==> src/rtl/alu_issue_unit.sv <==
// -----------------------------------------------------------------------------
// alu_issue_unit
//
// Issue and writeback front end for the combinational my_ALU. It decodes MIPS
// R-type ALU instructions plus addiu/andi/ori, reads operands from an internal
// 32x32 register file, and presents them to the ALU from a registered issue
// stage. One clock later it writes the ALU result back to the register file.
//
// Handshake: instr_ready = !rst. An instruction is accepted on a rising edge
// where instr_valid && instr_ready. There is no other back-pressure, so one
// instruction per cycle is sustained. Outputs wb_valid and illegal are
// single-cycle pulses that carry no handshake.
//
// Ports:
//   clk, rst        rising-edge clock, synchronous active-high reset
//   instr_valid/instr_ready/instr  instruction input handshake
//   alu_a, alu_b, alu_funct        registered ALU operands / function code
//   alu_result      combinational ALU result (returned by my_ALU)
//   wb_valid, wb_rd, wb_data       writeback pulse, destination and value
//   illegal, illegal_count         dropped-instruction pulse and saturating count
//   dbg_addr, dbg_data             register-file debug read (no bypass)
// -----------------------------------------------------------------------------
module alu_issue_unit #(
  parameter int          ILL_CNT_W   = 8,
  parameter logic [5:0]  RESET_FUNCT = 6'b100000
) (
  input  logic                 clk,
  input  logic                 rst,
  input  logic                 instr_valid,
  output logic                 instr_ready,
  input  logic [31:0]          instr,
  output logic [31:0]          alu_a,
  output logic [31:0]          alu_b,
  output logic [5:0]           alu_funct,
  input  logic [31:0]          alu_result,
  output logic                 wb_valid,
  output logic [4:0]           wb_rd,
  output logic [31:0]          wb_data,
  output logic                 illegal,
  output logic [ILL_CNT_W-1:0] illegal_count,
  input  logic [4:0]           dbg_addr,
  output logic [31:0]          dbg_data
);

  // Instruction fields
  logic [5:0]  opcode;
  logic [4:0]  rs;
  logic [4:0]  rt;
  logic [4:0]  rd;
  logic [5:0]  fn;
  logic [15:0] imm;
  logic        unused_shamt;

  assign opcode       = instr[31:26];
  assign rs           = instr[25:21];
  assign rt           = instr[20:16];
  assign rd           = instr[15:11];
  assign fn           = instr[5:0];
  assign imm          = instr[15:0];
  assign unused_shamt = ^instr[10:6];

  // Register file and pipeline state
  logic [31:0] regs [32];
  logic        issue_valid;
  logic [4:0]  dest;

  // Decode results
  logic        dec_legal;
  logic [5:0]  dec_funct;
  logic [4:0]  dec_dest;
  logic        dec_use_imm;
  logic [31:0] dec_imm;

  logic        accept;
  logic [31:0] rs_val;
  logic [31:0] rt_val;
  logic [31:0] b_val;

  assign instr_ready = !rst;
  assign accept      = instr_valid && instr_ready;

  always_comb begin
    dec_legal   = 1'b0;
    dec_funct   = RESET_FUNCT;
    dec_dest    = 5'd0;
    dec_use_imm = 1'b0;
    dec_imm     = 32'd0;
    case (opcode)
      6'b000000: begin
        case (fn)
          6'b100000, 6'b100001, 6'b100010, 6'b100011,
          6'b100100, 6'b100101, 6'b100110, 6'b100111,
          6'b101010, 6'b101011: begin
            dec_legal = 1'b1;
            dec_funct = fn;
            dec_dest  = rd;
          end
          default: dec_legal = 1'b0;
        endcase
      end
      6'b001001: begin // addiu: sign-extended immediate, add without trap
        dec_legal   = 1'b1;
        dec_funct   = 6'b100001;
        dec_dest    = rt;
        dec_use_imm = 1'b1;
        dec_imm     = {{16{imm[15]}}, imm};
      end
      6'b001100: begin // andi: zero-extended immediate
        dec_legal   = 1'b1;
        dec_funct   = 6'b100100;
        dec_dest    = rt;
        dec_use_imm = 1'b1;
        dec_imm     = {16'd0, imm};
      end
      6'b001101: begin // ori: zero-extended immediate
        dec_legal   = 1'b1;
        dec_funct   = 6'b100101;
        dec_dest    = rt;
        dec_use_imm = 1'b1;
        dec_imm     = {16'd0, imm};
      end
      default: dec_legal = 1'b0;
    endcase
  end

  // Operand read with forwarding. The only in-flight result is the one in the
  // issue stage, whose value is on alu_result this cycle; anything older has
  // already been written to regs. Register 0 is hard zero and never forwarded.
  always_comb begin
    if (rs == 5'd0)
      rs_val = 32'd0;
    else if (issue_valid && (dest != 5'd0) && (dest == rs))
      rs_val = alu_result;
    else
      rs_val = regs[rs];

    if (rt == 5'd0)
      rt_val = 32'd0;
    else if (issue_valid && (dest != 5'd0) && (dest == rt))
      rt_val = alu_result;
    else
      rt_val = regs[rt];

    b_val = dec_use_imm ? dec_imm : rt_val;
  end

  // Stage 1: issue registers. alu_a/alu_b hold when nothing issues so the
  // ALU inputs only toggle on real work.
  always_ff @(posedge clk) begin
    if (rst) begin
      issue_valid <= 1'b0;
      alu_a       <= 32'd0;
      alu_b       <= 32'd0;
      alu_funct   <= RESET_FUNCT;
      dest        <= 5'd0;
    end else if (accept && dec_legal) begin
      issue_valid <= 1'b1;
      alu_a       <= rs_val;
      alu_b       <= b_val;
      alu_funct   <= dec_funct;
      dest        <= dec_dest;
    end else begin
      issue_valid <= 1'b0;
      alu_funct   <= RESET_FUNCT;
    end
  end

  // Stage 2: writeback. Reset discards any op still in the issue stage.
  always_ff @(posedge clk) begin
    if (rst) begin
      wb_valid <= 1'b0;
      wb_rd    <= 5'd0;
      wb_data  <= 32'd0;
      for (int i = 0; i < 32; i++) regs[i] <= 32'd0;
    end else if (issue_valid) begin
      wb_valid <= 1'b1;
      wb_rd    <= dest;
      wb_data  <= alu_result;
      if (dest != 5'd0) regs[dest] <= alu_result;
    end else begin
      wb_valid <= 1'b0;
    end
  end

  // Illegal-instruction pulse and saturating counter
  always_ff @(posedge clk) begin
    if (rst) begin
      illegal       <= 1'b0;
      illegal_count <= '0;
    end else begin
      illegal <= accept && !dec_legal;
      if (accept && !dec_legal && (illegal_count != '1))
        illegal_count <= illegal_count + ILL_CNT_W'(1);
    end
  end

  assign dbg_data = (dbg_addr == 5'd0) ? 32'd0 : regs[dbg_addr];

endmodule
==> config.mk <==
export PLATFORM = sky130hd
export DESIGN_NAME = alu_issue_unit
export DESIGN_NICKNAME = d
export VERILOG_FILES = /design/src/rtl/alu_issue_unit.sv
export SDC_FILE = /design/constraint.sdc
export NUM_CORES = 2
export LEC_CHECK = 0
export BUFFER_PORTS_ARGS = -buffer_cell sky130_fd_sc_hd__buf_2
export CORE_ASPECT_RATIO = 0.8
export CORE_MARGIN = 3
export CORE_UTILIZATION = 48
export CTS_CLUSTER_SIZE = 25
export DETAILED_ROUTE_END_ITERATION = 6
export GPL_TIMING_DRIVEN = 0
export HOLD_SLACK_MARGIN = 0.06
export PLACE_DENSITY = 0.68
export SETUP_SLACK_MARGIN = 0.2
export SYNTH_ARGS = -nofsm -noshare
export SYNTH_HDL_FRONTEND = slang
export SYNTH_SLANG_ARGS = --single-unit
==> constraint.sdc <==
create_clock -name clk -period 4.05 [get_ports clk]
set_clock_uncertainty 0.15 [all_clocks]
set_input_delay 0.405 -clock clk [delete_from_list [all_inputs] [get_ports clk]]
set_output_delay 0.405 -clock clk [all_outputs]
set_load 0.02 [all_outputs]
======== Word level (Yosys, flattened, before mapping) ========
Memories as Yosys holds them, arrays and structs flattened.
Cells that the tools add are included.
storage, ports and cells
  register bits after elaboration ......... 123
  input bits .............................. 72
  memory bits (writable) .................. 1,024
  memories ................................ 1
  output and inout port bits .............. 150
memories
  memory  depth  bits a word  read ports  clocked after memory_dff  wr ports  RTL line  text
  regs    32     32           3           0                         32        63        logic [31:0] regs [32];
cells by class
  reductions and logical operators ........ 19
  eq/ne operators ......................... 16
  add/subtract/negate cells ............... 1
  bitwise gates (word level) .............. 1
  multiplexer cells ....................... 25
operators with widths
  kind                 count
  $mux 32              7
  $pmux 32 s2          1
  $eq 6x6->1 const B   10
  $reduce_or 32->1     1
  $pmux 6 s4           1
  $eq 6x4->1 const B   3
  $logic_not 5->1      3
  $mux 1               11
  $eq 5x5->1           2
  $mux 5               2
  $pmux 5 s2           1
  $reduce_or 10->1     1
  $add 8x1->8 const B  1
  $ne 8x8->1 const B   1
  $logic_and 1x1->1    7
  $logic_not 6->1      1
  $mux 6               1
  $reduce_bool 5->1    1
  $reduce_or 2->1      2
  $reduce_or 3->1      1
  $logic_not 1->1      2
  $pmux 1 s2           1
  $not 1->1            1

======== Depth between registers and ports, before layout ========
  word-level depth ........................ 7
  mapped depth ............................ 11
  gate-level depth less buffers ........... 7

======== Least setup slack after synthesis ========
OpenSTA, ideal clock, no wires.
  path kind ............................... input-to-reg
  start ................................... input rst
  end ..................................... memory regs[31][0] (enable)
  cell stages on the path ................. 6
  arrival ................................. 3.678 ns
  slack ................................... -0.244 ns
  required time ........................... 3.434 ns
  cells stage by stage .................... clkbuf_1 inv_1 clkbuf_1 nand4_1 clkbuf_1 o21ai_0
RTL lines
  what                RTL line  text
  start: declaration  28        input logic rst,
  end: declaration    63

======== Final worst setup path ========
  start ................................... input instr[23]
  end ..................................... register alu_a[18]
on the way
  longest elaborated chain between the ends .. 4
  elaborated cells on any way between the ends .. 6
RTL lines
  what                                                   RTL line  text
  start: declaration                                     31        input logic [31:0] instr,
  branches (longest 3 deep; another with $mem_v2 32x32)  -
  $mux 32 (*)                                            130       if (rs == 5'd0)
  end signal: assignment                                 158       alu_a <= rs_val;
  end: declaration                                       32        output logic [31:0] alu_a,
Every way passes the cells marked *.
A chain may end at the register's enable or synchronous reset.

==> results.yml <==
run_status:
  status: "complete, but fails checks"
  violations: "DRC, capacitance limit, slew limit, setup timing"
route:
  ant_nets: 0
  vias: 54823
  vias_per_cell: 7.432
  drc: 80
  drt_iter0_drc: 12169
  finalWirelength_mm: 346.1
  wl_per_cell_um: 46.91
  drt_first_pass_iters: 7
sta:
  setup_viol_count_final: 23
  worst_pin_slew_ns: 1.659
  slew_headroom: -0.1058
  period_share: 1.032
  hold_ws_ns: 0.1227
  slew_violations: 22
  setup_ws_ns: -0.1307
  fmax_mhz: 239.2
  hold_violations: 0
  period_needed_ns: 4.181
  rsz0062_at_grt: "yes"
global_routing:
  grt_first_pass_wirelength_mm: 451.1
  grt.overflow.total: 0
  antenna_found_initial: 34
  grt_max_degree: 22
  gr-usage-all-layers: 0.4686
  grt_pass1_vias: 50143
synthesis:
  synth_flop_cell: "edfxtp_1"
  async_flop_share: 0
  synth_area_sq_um: 67440
  syn_area_per_cell_sq_um: 13.77
  synth_warnings: 0
  yosysSeqAreaShare: 0.4924
  synth_seq_cells: 1147
  synthCells: 4898
  synth.distinct_cells: 58
  synth_edf_count: 1024
critical_path:
  cp_common_cell: "buf_2"
  crit_slowest_cell: "buf_1"
  r2r_start: "dest[0]"
  cp_num_buf_inv: 4
  ff2ff_path_depth: 6
  path_class: "primary input to flip-flop"
  end_kind: "flip-flop"
  crit_family: "buffers and inverters"
  reg2reg_to: "regs[11][2]"
  required_ns: 4.66
  cp_slowest_stage_delay_ns: 1.03
  cp_max_fo: 10
  startpoint_type: "primary input"
  critical_path_arrival_ns: 4.79
  crit_chain: "buf_2, buf_2, buf_2, buf_1, mux2i_1, a22oi_1, nand3_1, a41oi_1, a221o_1"
  rrSetupSlack_ns: -0.01
power_and_ir_drop:
  total_power_mw: 30.41
  power_density_nw_per_um2: 391.2
  power_leakage_nw: 28.66
  peakVddDrop_mv: 0.3513
job:
  max_cap_viol_count: 2
clocking:
  root_buffer: "clkbuf_16"
  htreeDepth: 3
  clk_latency_ns: 0.82
  cts_buffers: 119
  tritoncts: "done"
  clk_transition_reported_paths_ns: 0.07
  cts.sinks: 1147
  clk_path_buf_depth: 3
hold_path:
  whs_endpoint: "alu_b[26]"
  hold_path_class: "primary input to flip-flop"
  hold_start: "instr[26]"
  min_delay_path_depth: 5
floorplanning:
  core_sq_um: 138900
  die_y_um: 341.3
  placementRows: 122
  ios: 222
  die-area_sq_um: 145100
  start_util: 0.4855
  die_w_um: 425.1
cells_and_area:
  final_nets: 5452
  area_growth_pct: 15.28
  post-route-util: 0.5597
  regArea_sq_um: 33210
  fill_cells: 11481
  drive_above_1_share: 0.2483
  finalInstanceArea_sq_um: 77750
  multi_input_area_sq_um: 32470
place:
  place_area_sq_um: 72710
  gp_congestion: 1.131
  dpl.hpwl_mm: 262.1
  port_buffers: 212
-- sequential cells by signal, summed over array words and instances (netlist names) --
signal and flops:
regs 1024, alu_a 32, alu_b 32, wb_data 32
illegal_count 8, alu_funct 6, dest 5, wb_rd 5
illegal 1, issue_valid 1, wb_valid 1
-- synth_stat cells (all sizes together) (6+ instances only) --
master  count  share of area
nor2b      77         0.0071
and3       13         0.0012
mux2       11         0.0018
nor3       13        0.00096
nor2      106         0.0059
nand3     119         0.0088
a41oi      31         0.0040
buf       138         0.0097
nand3b      6        0.00067
o221ai     15         0.0019
o21ai      94         0.0070
o211ai     10         0.0011
edfxtp   1024           0.46
and2      997          0.092
inv        40         0.0022
dfxtp     123          0.037
mux4      658           0.22
nand4      19         0.0018
a221o      31         0.0046
a22oi     166          0.018
mux2i     464          0.069
a21oi     140          0.010
xor2       11         0.0014
clkbuf    392          0.022
nand2     138         0.0077
-- where the power goes --
part,total (mW),leakage (nW),switching (mW),internal (mW)
clock,11.8,1.98,5.21,6.61
combinational,5.00,15.1,3.32,1.68
sequential,13.6,11.5,0.350,13.2
total,30.4,28.7,8.89,21.5
-- metrics by stage --
step / TNS [ns] / setup slack [ns] / instances
floorplan: -84.38 / -0.2439 / 4930
global placement: -3776.47 / -5.060 / 7002
detailed placement: -785.83 / -1.319 / 7057
CTS: 0 / 0.1690 / 7338
global route: 0 / 0.05085 / 7345
finish: -0.5568 / -0.1307 / 7377
-- routing by layer --
metal  global-route usage  wire length [um]
met1               0.5902            119300
met2               0.6010            132600
met3               0.3373             73190
met4               0.1978             19690
met5              0.05067              1322
-- worst register-to-register path, delay by kind of cell, from the launching register on --
kind / cells / cell delay, ns
buffers and inverters: 3 / 1.87
AND/OR/NAND/NOR: 3 / 1.60
flip-flops: 1 / 0.31
-- worst max-delay path by stage --
stage	startpoint	to	slack (ns)	cells past startpoint
CTS	dbg_addr[0]	dbg_data[31]	0.17	8
detailed placement	rst	regs[11][29]	-1.32	9
global placement	rst	regs[15][27]	-5.06	7
floorplan	rst	regs[23][0]	-0.24	6
finish	instr[23]	alu_a[18]	-0.13	9
global route	dbg_addr[0]	dbg_data[3]	0.05	8
-- cell usage in the layout, fill, tap and decap left out, types with 96 or more instances in the layout --
cell type,count
edfxtp_1,1024
and2_1,996
mux4_2,658
mux2i_1,464
clkbuf_1,330
buf_2,271
a22oi_1,166
a21oi_1,140
nand2_1,138
clkbuf_16,126
dfxtp_1,123
nand3_1,119
nor2_1,96
-- logic make-up (layout without fill, tap and decap cells) --
group	after synthesis	in the layout	synth area share
flops	1147	1147	0.4924
xor+xnor	16	16	0.002078
buf+inv	570	1122	0.03378
simple gates	1509	1509	0.1293
compound gates	520	520	0.05170
mux	1133	1133	0.2904
fa+ha+maj	1	1	0.0001855
other cells	2	69	0.0001114
-- layout make-up --
class | count | area share
diodes | 35 | 0.001127
flip-flops and latches | 1147 | 0.4272
clock buffers | 151 | 0.04271
repair buffers | 328 | 0.03959
clock inverters | 73 | 0.009254
well taps | 1860 | 0.02993
plain buffers | 530 | 0.03064
inverters | 40 | 0.001931
multi-input cells | 3213 | 0.4176
-- timing repair --
action / 4_1_cts / 5_1_grt
pin swaps: 4 / 2
hold endpoints to repair: 135 / 0
gates cloned: 0 / 0
setup buffers: 1 / 2
hold buffers: 56 / 0
setup endpoints to repair: 1013 / 129
gates resized for setup: 144 / 52
No activity file was read; power rests on OpenSTA's default activity.
